## config.mk

```make
export PLATFORM = sky130hd
export DESIGN_NAME = dmem_bridge_flat
export DESIGN_NICKNAME = d
export VERILOG_FILES = /design/src/rtl/dmem_bus_pkg.sv /design/src/rtl/dmem_bridge_if.sv /design/src/rtl/dmem_timeout_ctr.sv /design/src/rtl/dmem_bridge.sv /design/src/flat_wrapper.sv
export SDC_FILE = /design/constraint.sdc
export NUM_CORES = 1
export LEC_CHECK = 0
export CAP_MARGIN = 10
export CORE_ASPECT_RATIO = 2
export CORE_UTILIZATION = 42
export DETAILED_ROUTE_END_ITERATION = 7
export PLACE_DENSITY = 0.81
export SYNTH_ARGS = -nofsm -noshare
export SYNTH_HDL_FRONTEND = slang
export SYNTH_HIERARCHICAL = 1
export SYNTH_SLANG_ARGS = --single-unit
export TNS_END_PERCENT = 5
```

## constraint.sdc

```tcl
create_clock -name clock -period 3 [get_ports clock]
set_input_delay 0.45 -clock clock [delete_from_list [all_inputs] [get_ports clock]]
set_output_delay 0.45 -clock clock [all_outputs]
set_load 0.05 [all_outputs]
```

## src/rtl/dmem_bus_pkg.sv

```systemverilog
// Shared definitions for the data-memory bus bridge: FSM state encoding
// and the all-bytes-enabled mask used for word reads.
package dmem_bus_pkg;

    typedef enum logic [1:0] {
        IDLE = 2'd0,
        REQ  = 2'd1,
        WAIT = 2'd2,
        RESP = 2'd3
    } state_e;

    localparam logic [3:0] BE_ALL = 4'b1111;

endpackage

```

## src/rtl/dmem_bridge_if.sv

```systemverilog
// Valid/ready request channel plus single-beat response channel of the
// variable-latency data bus. The bridge is the master, memory the slave.
interface dmem_bridge_if;

    logic        Bus_ReqValid;
    logic        Bus_ReqReady;
    logic [29:0] Bus_Addr;
    logic        Bus_Write;
    logic [3:0]  Bus_BE;
    logic [31:0] Bus_WData;
    logic        Bus_RespValid;
    logic [31:0] Bus_RData;
    logic        Bus_Error;

    modport master (
        output Bus_ReqValid, Bus_Addr, Bus_Write, Bus_BE, Bus_WData,
        input  Bus_ReqReady, Bus_RespValid, Bus_RData, Bus_Error
    );

    modport slave (
        input  Bus_ReqValid, Bus_Addr, Bus_Write, Bus_BE, Bus_WData,
        output Bus_ReqReady, Bus_RespValid, Bus_RData, Bus_Error
    );

endinterface

```

## src/rtl/dmem_timeout_ctr.sv

```systemverilog
// Saturating response-wait counter. hit flags the last allowed wait cycle;
// a TIMEOUT of 0 keeps hit low forever.
module dmem_timeout_ctr #(
    parameter int TIMEOUT = 255,
    parameter int CNT_W   = 8
) (
    input  logic clock,
    input  logic reset,
    input  logic clr,
    input  logic en,
    output logic hit
);

    localparam logic [CNT_W-1:0] HIT_VAL = CNT_W'((TIMEOUT > 0) ? TIMEOUT - 1 : 0);
    localparam logic [CNT_W-1:0] CNT_MAX = '1;

    logic [CNT_W-1:0] cnt;

    // Count wait cycles; clear wins over enable, and the count sticks at all-ones.
    always_ff @(posedge clock or negedge reset) begin
        if (!reset) begin
            cnt <= '0;
        end else if (clr) begin
            cnt <= '0;
        end else if (en && (cnt != CNT_MAX)) begin
            cnt <= cnt + 1'b1;
        end
    end

    assign hit = (TIMEOUT != 0) && (cnt == HIT_VAL);

endmodule

```

## src/rtl/dmem_bridge.sv

```systemverilog
// Bridges the memory controller's level-held read/write strobes onto one
// valid/ready bus transaction, returning a one-cycle DataMem_Ready pulse.
// A wait-for-response timeout completes the access with BusErr set.
module dmem_bridge
    import dmem_bus_pkg::*;
#(
    parameter int TIMEOUT = 255,
    parameter int CNT_W   = 8
) (
    input  logic        clock,
    input  logic        reset,
    input  logic [31:0] Address,
    input  logic [31:0] MWriteData,
    input  logic [3:0]  WriteEnable,
    input  logic        ReadEnable,
    output logic [31:0] MReadData,
    output logic        DataMem_Ready,
    output logic        BusErr,
    output logic        Busy,
    dmem_bridge_if.master bus
);

    state_e      state_q, state_d;
    logic        launch, accept, resp_take, to_hit, ctr_en, hit;
    logic [29:0] addr_q;
    logic [31:0] wdata_q, rdata_q;
    logic [3:0]  be_q;
    logic        write_q, err_q;
    logic        unused_addr_lo;

    // Word-aligned bus: the byte offset is carried by the byte enables instead.
    assign unused_addr_lo = ^Address[1:0];

    // State register; reset abandons any in-flight access.
    always_ff @(posedge clock or negedge reset) begin
        if (!reset) state_q <= IDLE;
        else        state_q <= state_d;
    end

    // Next-state decode; responses outside WAIT are never looked at.
    always_comb begin
        state_d   = state_q;
        launch    = 1'b0;
        accept    = 1'b0;
        resp_take = 1'b0;
        to_hit    = 1'b0;
        ctr_en    = 1'b0;
        case (state_q)
            IDLE: begin
                if (ReadEnable || (WriteEnable != 4'b0000)) begin
                    launch  = 1'b1;
                    state_d = REQ;
                end
            end
            REQ: begin
                if (bus.Bus_ReqReady) begin
                    accept  = 1'b1;
                    state_d = WAIT;
                end
            end
            WAIT: begin
                if (bus.Bus_RespValid) begin
                    resp_take = 1'b1;
                    state_d   = RESP;
                end else if (hit) begin
                    to_hit  = 1'b1;
                    state_d = RESP;
                end else begin
                    ctr_en = 1'b1;
                end
            end
            RESP: begin
                // Strobes are still high here; going straight to IDLE avoids a relaunch.
                state_d = IDLE;
            end
            default: state_d = IDLE;
        endcase
    end

    // Request capture at launch and response/error capture on completion.
    always_ff @(posedge clock or negedge reset) begin
        if (!reset) begin
            addr_q  <= '0;
            wdata_q <= '0;
            be_q    <= '0;
            write_q <= 1'b0;
            rdata_q <= '0;
            err_q   <= 1'b0;
        end else begin
            if (launch) begin
                addr_q  <= Address[31:2];
                wdata_q <= MWriteData;
                write_q <= |WriteEnable;
                be_q    <= (|WriteEnable) ? WriteEnable : BE_ALL;
            end
            if (resp_take) begin
                err_q <= bus.Bus_Error;
                if (!write_q) rdata_q <= bus.Bus_Error ? 32'h0 : bus.Bus_RData;
            end else if (to_hit) begin
                err_q <= 1'b1;
                if (!write_q) rdata_q <= 32'h0;
            end
        end
    end

    dmem_timeout_ctr #(
        .TIMEOUT (TIMEOUT),
        .CNT_W   (CNT_W)
    ) u_timeout (
        .clock (clock),
        .reset (reset),
        .clr   (accept),
        .en    (ctr_en),
        .hit   (hit)
    );

    assign bus.Bus_ReqValid = (state_q == REQ);
    assign bus.Bus_Addr     = addr_q;
    assign bus.Bus_Write    = write_q;
    assign bus.Bus_BE       = be_q;
    assign bus.Bus_WData    = wdata_q;

    assign MReadData     = rdata_q;
    assign DataMem_Ready = (state_q == RESP);
    assign BusErr        = (state_q == RESP) && err_q;
    assign Busy          = (state_q != IDLE);

endmodule

```

## src/flat_wrapper.sv

```systemverilog
// flat-port wrapper written by rule: the top's interface ports become plain ports
module dmem_bridge_flat import dmem_bus_pkg::*;
#(
    parameter int TIMEOUT = 255,
    parameter int CNT_W   = 8
)
  (clock, reset, Address, MWriteData, WriteEnable, ReadEnable, MReadData, DataMem_Ready, BusErr, Busy, bus_Bus_ReqValid, bus_Bus_Addr, bus_Bus_Write, bus_Bus_BE, bus_Bus_WData, bus_Bus_ReqReady, bus_Bus_RespValid, bus_Bus_RData, bus_Bus_Error);
  dmem_bridge_if bus_i ();
  input  logic clock;
  input  logic reset;
  input  logic [31:0] Address;
  input  logic [31:0] MWriteData;
  input  logic [3:0] WriteEnable;
  input  logic ReadEnable;
  output logic [31:0] MReadData;
  output logic DataMem_Ready;
  output logic BusErr;
  output logic Busy;
  output wire logic [$bits(bus_i.Bus_ReqValid)-1:0] bus_Bus_ReqValid;
  output wire logic [$bits(bus_i.Bus_Addr)-1:0] bus_Bus_Addr;
  output wire logic [$bits(bus_i.Bus_Write)-1:0] bus_Bus_Write;
  output wire logic [$bits(bus_i.Bus_BE)-1:0] bus_Bus_BE;
  output wire logic [$bits(bus_i.Bus_WData)-1:0] bus_Bus_WData;
  input wire logic [$bits(bus_i.Bus_ReqReady)-1:0] bus_Bus_ReqReady;
  input wire logic [$bits(bus_i.Bus_RespValid)-1:0] bus_Bus_RespValid;
  input wire logic [$bits(bus_i.Bus_RData)-1:0] bus_Bus_RData;
  input wire logic [$bits(bus_i.Bus_Error)-1:0] bus_Bus_Error;
  assign bus_Bus_ReqValid = bus_i.Bus_ReqValid;
  assign bus_Bus_Addr = bus_i.Bus_Addr;
  assign bus_Bus_Write = bus_i.Bus_Write;
  assign bus_Bus_BE = bus_i.Bus_BE;
  assign bus_Bus_WData = bus_i.Bus_WData;
  assign bus_i.Bus_ReqReady = bus_Bus_ReqReady;
  assign bus_i.Bus_RespValid = bus_Bus_RespValid;
  assign bus_i.Bus_RData = bus_Bus_RData;
  assign bus_i.Bus_Error = bus_Bus_Error;
  dmem_bridge #(.TIMEOUT(TIMEOUT), .CNT_W(CNT_W)) u_core (.clock(clock), .reset(reset), .Address(Address), .MWriteData(MWriteData), .WriteEnable(WriteEnable), .ReadEnable(ReadEnable), .MReadData(MReadData), .DataMem_Ready(DataMem_Ready), .BusErr(BusErr), .Busy(Busy), .bus(bus_i));
endmodule
```

==> flow_summary.rst <==
.. list-table::
   :header-rows: 1

   * - Metric
     - Value
   * - Run status
     - completed
   * - XOR/XNOR Fraction of Synth Area
     - 0%
   * - Standard cell core area
     - 0.01061 mm²
   * - Final clock period utilization by the worst path
     - 80.95%
   * - Worst Hold Class
     - primary input to async pin
   * - Clock Skew
     - 0.007544 ns
   * - Total global routing track utilization
     - 22.74%
   * - GR Overflow Total
     - 0
   * - Transition time of the tightest slew-check pin
     - 1.076 ns
   * - DRC Markers
     - 0
   * - Layout overhead on the synthesized area
     - 53.96%
   * - Setup tns final
     - 0 ns
   * - Number of standard cells in the final layout excluding fillers
     - 703
   * - CP max stage cell
     - sky130_fd_sc_hd__clkdlybuf4s50_1
   * - Maximum number of pins on one net before global-route repair
     - 68
   * - Most used DFF post-synth
     - sky130_fd_sc_hd__dfrtp_1
   * - Number of placement rows
     - 53
   * - Antenna violations before repair
     - 1
   * - Clock transition at the registers of the reported paths
     - 0.07 ns
   * - Full die area
     - 0.01142 mm²
   * - Max Cap Viol
     - 0
   * - Post-synth EDFFs
     - 0
   * - Drt first-iter violations
     - 198
   * - Post-synthesis cell count
     - 361
   * - CP endpoint kind
     - output port
   * - Initial Utilization
     - 43.44%
   * - Synthesized Nets
     - 473
   * - Number of placed instances with taps included
     - 687
   * - First-pass GRT wire length
     - 19820 µm
   * - Fill cell count
     - 813
   * - Minimum setup slack among reg-to-reg paths
     - 0.78 ns
   * - CTS tree
     - built
   * - Area of the mapped netlist
     - 0.004609 mm²
   * - Cell at the root of the clock tree
     - sky130_fd_sc_hd__clkbuf_16
   * - Setup repair after global routing missed its margin
     - no
   * - Worst-skew pair later-pin latency
     - 0.35 ns
   * - Mux share of post-synthesis cell area
     - 18.00%
   * - Input/output buffers
     - 206
   * - DRT Pass-1 Iters
     - 4
   * - Pwr per Cell Area
     - 1243 mW/mm²
   * - Post-synthesis simple-gate area fraction
     - 6.678%
   * - Sequential area share after synthesis
     - 59.72%
   * - Share of synthesized cell area in full adder, half adder and majority cells
     - 1.629%
   * - Share of cells above drive strength 1
     - 16.28%
   * - Share of synthesized flip-flops with an asynchronous set or reset
     - 100.0%
   * - Largest family of logic cells by synthesized area
     - multiplexers
   * - CTS Hold Buffers Added
     - 0
   * - I/O pin count
     - 209
   * - Clock period minus final worst setup slack
     - 2.429 ns
   * - Total vias in the final route
     - 3620
   * - Syn_area_per_cell
     - 12.77 µm²
   * - Residual antenna-violating net count after detailed routing
     - 0
   * - Post-route core utilization
     - 66.89%
   * - Via count of the first global-routing pass
     - 3820
   * - Largest stage delay on the critical path
     - 0.80 ns
   * - DP HPWL
     - 9519 µm
   * - Cell mode on critical path
     - sky130_fd_sc_hd__inv_1
   * - Leading cell types in the layout, fill and taps excluded
     - 205 x sky130_fd_sc_hd__clkdlybuf4s50_1, 110 x sky130_fd_sc_hd__dfrtp_1, 63 x sky130_fd_sc_hd__o21ai_0
   * - DIE HEIGHT
     - 150.2 µm
   * - Post-CTS setup buffer count
     - 0
   * - Commonest non-fill, non-tap cell in the layout
     - sky130_fd_sc_hd__clkdlybuf4s50_1
   * - Final Max Tran Viols
     - 0
   * - Synth Warn #
     - 6
   * - Number of setup violations in the final report
     - 0
   * - Final critical-path setup slack
     - 0.5714 ns
   * - Post-Place Setup Slack
     - 0.4137 ns
   * - Yosys reg bits
     - 110
   * - Bufs on Longest Clock Path
     - 2
   * - Worst-case vdd ir drop
     - 0.8903 mV
   * - Arrival @ worst endpoint
     - 1.98 ns
   * - # clock sinks
     - 110
   * - Final weighted congestion in routability-driven placement
     - 0.8819
   * - Total power
     - 0.008818 W
   * - Path type of the worst setup path
     - flop to output port
   * - Number of vias per cell
     - 5.149
   * - Avg WL per Cell
     - 18.27 µm
   * - Series of cell instances along the critical path
     - inv_1 -> ha_1 -> inv_1 -> clkdlybuf4s50_1
   * - Number of gates resized after cts
     - 0
   * - Critical path peak fanout
     - 5
   * - Number of CTS-inserted buffers
     - 9
   * - Worst max-slew margin expressed relative to the limit
     - 28.25%
   * - Total length of routed wires
     - 12850 µm
   * - Area fraction in compound gates after synthesis
     - 10.42%
   * - Number of different library cells in the post-synthesis netlist
     - 39
   * - Leakage power figure
     - 2.952 nW
   * - Number of levels in the clock H-tree
     - 3
   * - Horizontal die dimension
     - 76.08 µm
   * - Type of origin of the critical path
     - flop
   * - Required time at the endpoint of the critical path
     - 2.55 ns
   * - Fin. Hold Viols
     - 0
   * - Total Nets Final
     - 673
   * - Fmax
     - 411.8 MHz
routing by layer:
layer  vias to the layer above  track usage [%]  part of all wire (%)
met5                         -                0                     0
met4                         0            11.15                   3.7
met3                        26            4.606                   4.9
met2                       150            42.00                    55
met1                      1778            24.60                    36
li1                       1666                -                     -
layout make-up:
type                    instances  area (µm²)  area share, %
diodes                          1       2.502        0.03526
well taps                     137       171.4          2.415
repair buffers                213        2125          29.94
clock buffers                   9       225.2          3.173
clock inverters                 6       82.58          1.164
multi-input cells             218        1704          24.01
inverters                       9       33.78         0.4760
flip-flops and latches        110        2753          38.79
metrics by stage:
step	area, µm²	hold WS (ns)
after floorplan	4609	0.1544
after global placement	6787	0.4776
after detailed placement	6787	0.4818
after CTS	7094	0.1477
after global routing	7097	0.1769
final	7097	0.1295
power by group:
| part | leakage, nW | switching [W] | internal (W) |
|---|---|---|---|
| clock network | 0.147 | 0.000556 | 0.000661 |
| registers | 1.36 | 0.000340 | 0.00210 |
| logic | 1.44 | 0.00320 | 0.00196 |
| total | 2.95 | 0.00410 | 0.00472 |
registers in the layout (all words and copies together) (netlist names):
name,cells
u_core/err_q,1
u_core/bus.Bus_Addr,30
u_core/u_timeout/cnt,8
u_core/bus.Bus_Write,1
u_core/state_q,2
u_core/bus.Bus_WData,32
u_core/MReadData,32
u_core/bus.Bus_BE,4
worst paths after layout:
path,from,end,depth (start not counted)
min in group clock,u_core/MReadData[31]$_DFFE_PN0P_,u_core/MReadData[31]$_DFFE_PN0P_,1
min reg2reg,u_core/MReadData[31]$_DFFE_PN0P_,u_core/MReadData[31]$_DFFE_PN0P_,1
max in group asynchronous,reset,u_core/bus.Bus_WData[18]$_DFFE_PN0P_,2
max reg2reg,u_core/state_q[0]$_DFFE_PN0P_,u_core/bus.Bus_WData[30]$_DFFE_PN0P_,4
max,u_core/state_q[0]$_DFFE_PN0P_,Busy,4
min,reset,u_core/MReadData[15]$_DFFE_PN0P_,1
cells by family (layout without fill, tap and decap cells):
logic type	count (synthesis)	after routing
flops	110	110
compound gates	85	85
mux	65	65
simple gates	62	62
buf+inv	33	237
fa+ha+maj	6	6
other cells	0	1
critical path, delay by kind of cell, from the launching register on:
family                   cells  cell delay, ns
flip-flops                   1            0.41
adder cells (fa/ha/maj)      1            0.26
buffers and inverters        3            0.96
synth_stat cells (all sizes together), types with 2 or more instances:
library cell	instances	area [µm²]
ha	6	75.07
dfrtp	110	2753
nor2b	3	18.77
nor3	4	20.02
mux2	65	829.5
and3	4	25.02
and2	2	12.51
inv	9	33.78
a211oi	3	22.52
a21oi	6	30.03
nand3	5	30.03
nand2	33	123.9
nor2	2	7.510
buf	10	77.57
o21ai	64	320.3
nand4	2	12.51
clkbuf	14	52.55
o22a	4	35.03
Note: power is estimated with default switching activity, not from simulation.
